File: src/rtl/x_tgt_arb.sv
//==============================================================================
// Module      : x_tgt_arb
// Description : Target-side round-robin request arbiter with a registered
//               tpkt output. Optional macro XTARB_TGTID_CHECK_EN drops
//               packets whose TGTID does not match ID and pulses tgt_err.
// Revision    : 1.0 - initial release
//==============================================================================
`default_nettype none

module x_tgt_arb #(
   parameter int NI  = 4,
   parameter int IDW = 3,
   parameter int SAW = 32,
   parameter int SDW = 32,
   parameter int ID  = 0,
   localparam int PW = IDW*2 + SAW + 1 + SDW/8 + SDW
) (
   input  logic             clk,
   input  logic             rst,
   input  logic [NI-1:0]    ipkt_vld,
   input  logic [NI*PW-1:0] ipkt_dat,
   output logic [NI-1:0]    ipkt_gnt,
   output logic             tpkt_vld,
   output logic [PW-1:0]    tpkt_dat,
`ifdef XTARB_TGTID_CHECK_EN
   output logic             tgt_err,
`endif
   input  logic             tpkt_gnt
);

   localparam int PTRW = $clog2(NI);
   localparam logic [PTRW:0]   c_ni   = (PTRW+1)'(NI);
   localparam logic [PTRW-1:0] c_last = PTRW'(NI-1);

   logic [PTRW-1:0] r_ptr;
   logic            r_vld;
   logic [PW-1:0]   r_dat;

   logic [PTRW:0]   w_idx;
   logic            w_found;
   logic [PTRW-1:0] w_win;
   logic            w_free;
   logic            w_take;
   logic            w_load;
   logic [PW-1:0]   w_win_dat;

   // Walk ptr, ptr+1, ... modulo NI; the first active request wins.
   always_comb begin
      w_idx   = '0;
      w_found = 1'b0;
      w_win   = '0;
      for (int i = 0; i < NI; i++) begin
         w_idx = {1'b0, r_ptr} + (PTRW+1)'(i);
         if (w_idx >= c_ni) begin
            w_idx = w_idx - c_ni;
         end
         if (!w_found && ipkt_vld[w_idx[PTRW-1:0]]) begin
            w_found = 1'b1;
            w_win   = w_idx[PTRW-1:0];
         end
      end
   end

   assign w_free    = !r_vld || tpkt_gnt;
   assign w_take    = w_found && w_free && !rst;
   assign w_win_dat = ipkt_dat[w_win*PW +: PW];
   assign ipkt_gnt  = w_take ? ({{(NI-1){1'b0}}, 1'b1} << w_win) : '0;

`ifdef XTARB_TGTID_CHECK_EN
   localparam logic [IDW-1:0] c_id = IDW'(ID);
   logic w_tgt_ok;
   logic r_err;

   assign w_tgt_ok = (w_win_dat[PW-IDW-1 -: IDW] == c_id);
   assign w_load   = w_take && w_tgt_ok;

   // A mismatching packet is still consumed so its initiator never stalls.
   always_ff @(posedge clk) begin
      if (rst) begin
         r_err <= 1'b0;
      end else begin
         r_err <= w_take && !w_tgt_ok;
      end
   end

   assign tgt_err = r_err;
`else
   assign w_load = w_take;
`endif

   always_ff @(posedge clk) begin
      if (rst) begin
         r_ptr <= '0;
         r_vld <= 1'b0;
         r_dat <= '0;
      end else begin
         if (w_take) begin
            r_ptr <= (w_win == c_last) ? '0 : w_win + 1'b1;
         end
         if (w_load) begin
            r_dat <= w_win_dat;
            r_vld <= 1'b1;
         end else if (tpkt_gnt) begin
            r_vld <= 1'b0;
         end
      end
   end

   assign tpkt_vld = r_vld;
   assign tpkt_dat = r_dat;

endmodule

`default_nettype wire

File: config.mk
export PLATFORM = sky130hd
export DESIGN_NAME = x_tgt_arb
export DESIGN_NICKNAME = d
export VERILOG_FILES = /design/src/rtl/x_tgt_arb.sv
export SDC_FILE = /design/constraint.sdc
export NUM_CORES = 1
export LEC_CHECK = 0
export BUFFER_PORTS_ARGS = -buffer_cell sky130_fd_sc_hd__buf_4
export CORE_AREA = 2 2 151 153
export CTS_BUF_LIST = sky130_fd_sc_hd__clkbuf_4 sky130_fd_sc_hd__clkbuf_8
export DETAILED_ROUTE_END_ITERATION = 16
export DIE_AREA = 0 0 153 155
export GPL_ROUTABILITY_DRIVEN = 0
export HOLD_SLACK_MARGIN = 0.12
export PLACE_DENSITY_LB_ADDON = 0.25
export SYNTH_ARGS = -nofsm -noshare
export SYNTH_HDL_FRONTEND = slang
export SYNTH_SLANG_ARGS = --single-unit
File: constraint.sdc
create_clock -name clk -period 5.65 [get_ports clk]
set_clock_uncertainty 0.2 [all_clocks]
set_input_delay 0.2825 -clock clk [delete_from_list [all_inputs] [get_ports clk]]
set_output_delay 0.2825 -clock clk [all_outputs]
set_load 0.01 [all_outputs]
==> impl.org <==
** Outcome
- Outcome :: completed

** Drt
- Remaining number of nets flagged by the antenna check after routing :: 0
- Drt drc :: 0
- After detailed routing, the average wire length per cell comes to 18.5 um.
- For this run, the detailed router's first-pass iteration total came to 5.
- Vias per Instance :: 5.00
- After detailed routing, the total wire length is 26600 um.
- Iteration-0 DRC count of the detailed router :: 394
- Via count :: 7190

** Critical path
- Along the worst path, the maximum fanout reaches 54.
- The critical path is of the reg2reg type.
- Data on the critical path is required at its endpoint by 5700 ps.
- Worst Path Arrival :: 4240 ps
- Kind of capture point of the worst setup path :: flop
- The worst setup path is launched from a flop.

** Synthesis
- The number of nets in the synthesized netlist is 900.
- Distinct cell type count of the synthesized netlist :: 35
- Synthesis produced a netlist whose cell count is 593.
- Primary flip-flop cell chosen by synthesis mapping :: sky130_fd_sc_hd__dfxtp_1
- EDFF count, synth :: 0
- The cell area that synthesis handed to floorplanning was 0.00513 sq mm.
- FF+latch count, synth :: 78
- Of the synthesized area, sequential elements account for 0.304.
- Async set-reset flop share out of synthesis :: 0
- The Yosys step of the flow raised 0 warnings.
- Synthesized area per cell :: 8.66 sq um

** Floorplanning
- After floorplanning, the core was divided into 55 placement rows.
- From left edge to right edge, the die measures 153 um.
- For this configuration, the core starts out at a cell density of 0.231.
- Placeable core region :: 0.0222 sq mm
- The die covers 0.0237 sq mm.
- Height of the die :: 155 um
- Number of ports placed on the die boundary :: 387

** Flow run
- Max-cap violations in this run came to 0.

** Layout
- Synth-to-layout area growth :: 106%
- Non-filler instance count after layout :: 1438
- Total number of nets in the final design :: 1456
- Most frequent cells in the layout :: sky130_fd_sc_hd__buf_4, sky130_fd_sc_hd__dlygate4sd3_1, sky130_fd_sc_hd__dfxtp_1
- After routing the design area is 0.0106 sq mm.
- Footprint of the flip-flops and latches :: 0.00156 sq mm
- Fill cells in the final layout number 2133.
- Share of cells above drive strength 1 :: 0.384
- In the final layout, the multi-input gates occupy 0.00328 sq mm.
- Antenna cell count :: 0
- Most common cell after layout, fill and taps aside :: sky130_fd_sc_hd__buf_4

** Global routing
- Number of antenna violations at the first check in global routing :: 0
- Across every metal layer, demand over resource in global routing totals 0.216.
- The number of global-route vias before repair was 7547.
- Global route overflow :: 0
- Maximum number of pins on one net before global-route repair :: 84
- Global-route wire length before repair :: 40800 um

** Pwr
- Cell Pwr Density :: 206 mW/mm^2
- For this design the static power due to leakage is 4.94 nW.
- Max VDD drop :: 0.0973 mV

** Min path
- Class of the most critical hold timing path :: in2reg

** STA
- Final setup fails :: 0
- The final-report max-slew violation count came to 0.
- The final count of hold timing violations is 0.
- Unrepaired setup endpoints after global routing :: no
- Measured against its own limit, the worst slew margin works out to 0.118.
- Derived from the worst setup path, the maximum achievable clock frequency is 238 MHz.
- Worst slew pin tran :: 1320 ps
- Min Tclk post-route :: 4200 ps
- Setup total negative slack on the finished layout was measured at 0 ps.
- Period utilisation layout :: 0.743

** Clock network
- The tree built by TritonCTS fans out to 78 sinks.
- Once the clock tree was built, the resizer swapped 0 gates to a different size.
- Buffers inserted during clock tree synthesis total 9.
- Clock transition at the register clock pins on the worst setup and hold paths after CTS :: 90 ps
- The tree is rooted in a sky130_fd_sc_hd__clkbuf_8.
- At the later pin of the worst-skew pair, clock insertion delay measures 360 ps.
- TritonCTS clock tree :: yes
- Maximum level of the CTS H-tree :: 3
- Counting along the longest clock path gives a buffer depth of 2.

** Placement
- Placed Cells incl. Taps :: 1199
- Instance area after placement :: 0.00816 sq mm
- Total half-perimeter wirelength after legalization and detailed placement :: 17200 um
- IO Port Bufs :: 386
==> report_power, final <==
group	total, W	switching [W]	internal (W)
combinational	0.00111	0.000465	0.000646
sequential	0.000676	0.0000486	0.000627
clock	0.000394	0.000237	0.000157
total	0.00218	0.000751	0.00143
==> metal layers <==
layer | global-route usage | share of wire
met1 | 0.252 | 0.40
met2 | 0.387 | 0.50
met3 | 0.0462 | 0.068
met4 | 0.0829 | 0.029
met5 | 0 | 0
==> kinds of logic after synthesis <==
group | after synthesis | synth area share
simple gates | 149 | 0.154
compound gates | 237 | 0.366
mux | 54 | 0.105
flops | 78 | 0.304
buf+inv | 75 | 0.0709
==> synthesized netlist by cell type, types with 2 or more instances <==
cell,number,area share
sky130_fd_sc_hd__a21oi_1,6,0.0058
sky130_fd_sc_hd__mux2i_1,54,0.11
sky130_fd_sc_hd__nor2_1,57,0.042
sky130_fd_sc_hd__nor3_1,2,0.0019
sky130_fd_sc_hd__nand3b_1,27,0.039
sky130_fd_sc_hd__nand2b_1,3,0.0037
sky130_fd_sc_hd__nand3_1,48,0.047
sky130_fd_sc_hd__buf_6,5,0.011
sky130_fd_sc_hd__clkbuf_1,39,0.029
sky130_fd_sc_hd__a211oi_1,51,0.075
sky130_fd_sc_hd__o2111ai_1,2,0.0034
sky130_fd_sc_hd__o21ai_0,49,0.048
sky130_fd_sc_hd__a221oi_1,49,0.084
sky130_fd_sc_hd__buf_4,5,0.0073
sky130_fd_sc_hd__inv_1,3,0.0022
sky130_fd_sc_hd__o221ai_2,20,0.058
sky130_fd_sc_hd__buf_2,18,0.018
sky130_fd_sc_hd__a21o_1,49,0.072
sky130_fd_sc_hd__o221ai_1,7,0.012
sky130_fd_sc_hd__nand2_1,2,0.0015
sky130_fd_sc_hd__dfxtp_1,78,0.30
sky130_fd_sc_hd__or3_1,3,0.0037
sky130_fd_sc_hd__buf_1,2,0.0015
sky130_fd_sc_hd__clkbuf_2,3,0.0029
==> path summary, 6_finish.rpt <==
kind | startpoint | to | slack [ps] | cells past startpoint
worst max-delay path | r_ptr[1]$_SDFFE_PP0P_ | tpkt_dat[70]$_SDFFE_PP0P_ | 1450 | 7
worst min-delay path | ipkt_dat[188] | tpkt_dat[38]$_SDFFE_PP0P_ | 160 | 3
worst max register to register | r_ptr[1]$_SDFFE_PP0P_ | tpkt_dat[70]$_SDFFE_PP0P_ | 1450 | 7
worst min register to register | tpkt_dat[38]$_SDFFE_PP0P_ | tpkt_dat[38]$_SDFFE_PP0P_ | 330 | 2
==> repair_timing <==
action                                 in CTS  in global routing
buffers inserted                            0                  0
hold buffers                              224                  0
endpoints found under the hold margin      76                  0
==> per-stage QoR <==
step	setup slack [ps]	utilization	total power (W)	hold slack (ps)
floorplan	3530	-	0.00113	258
global placement	2660	0.367	0.00152	288
detailed placement	2570	0.367	0.00153	290
CTS	1560	0.475	0.00219	123
global route	1280	0.475	0.00232	157
finish	1450	0.475	0.00218	159
==> area by class of cell <==
type                            count  area share
Inverter                            3     0.00107
Clock inverter                      6     0.00379
Timing Repair Buffer              617       0.492
Tap cell                          285      0.0338
Clock buffer                        9      0.0117
Multi-Input combinational cell    440       0.310
Sequential cell                    78       0.148
==> worst max-delay path, cell delays in order (launching register included) <==
cell and delay (ps):
sky130_fd_sc_hd__dfxtp_1 520, sky130_fd_sc_hd__inv_1 220, sky130_fd_sc_hd__o2111a_2 490, sky130_fd_sc_hd__nor2_8 1000
sky130_fd_sc_hd__mux2i_1 290, sky130_fd_sc_hd__dlygate4sd3_1 610, sky130_fd_sc_hd__o221ai_2 100, sky130_fd_sc_hd__dlygate4sd3_1 580
==> flip-flops by register name, summed over array words and instances (netlist names) <==
signal    cells
r_ptr         2
tpkt_vld      1
tpkt_dat     75
(Power assumes the default switching activity.)
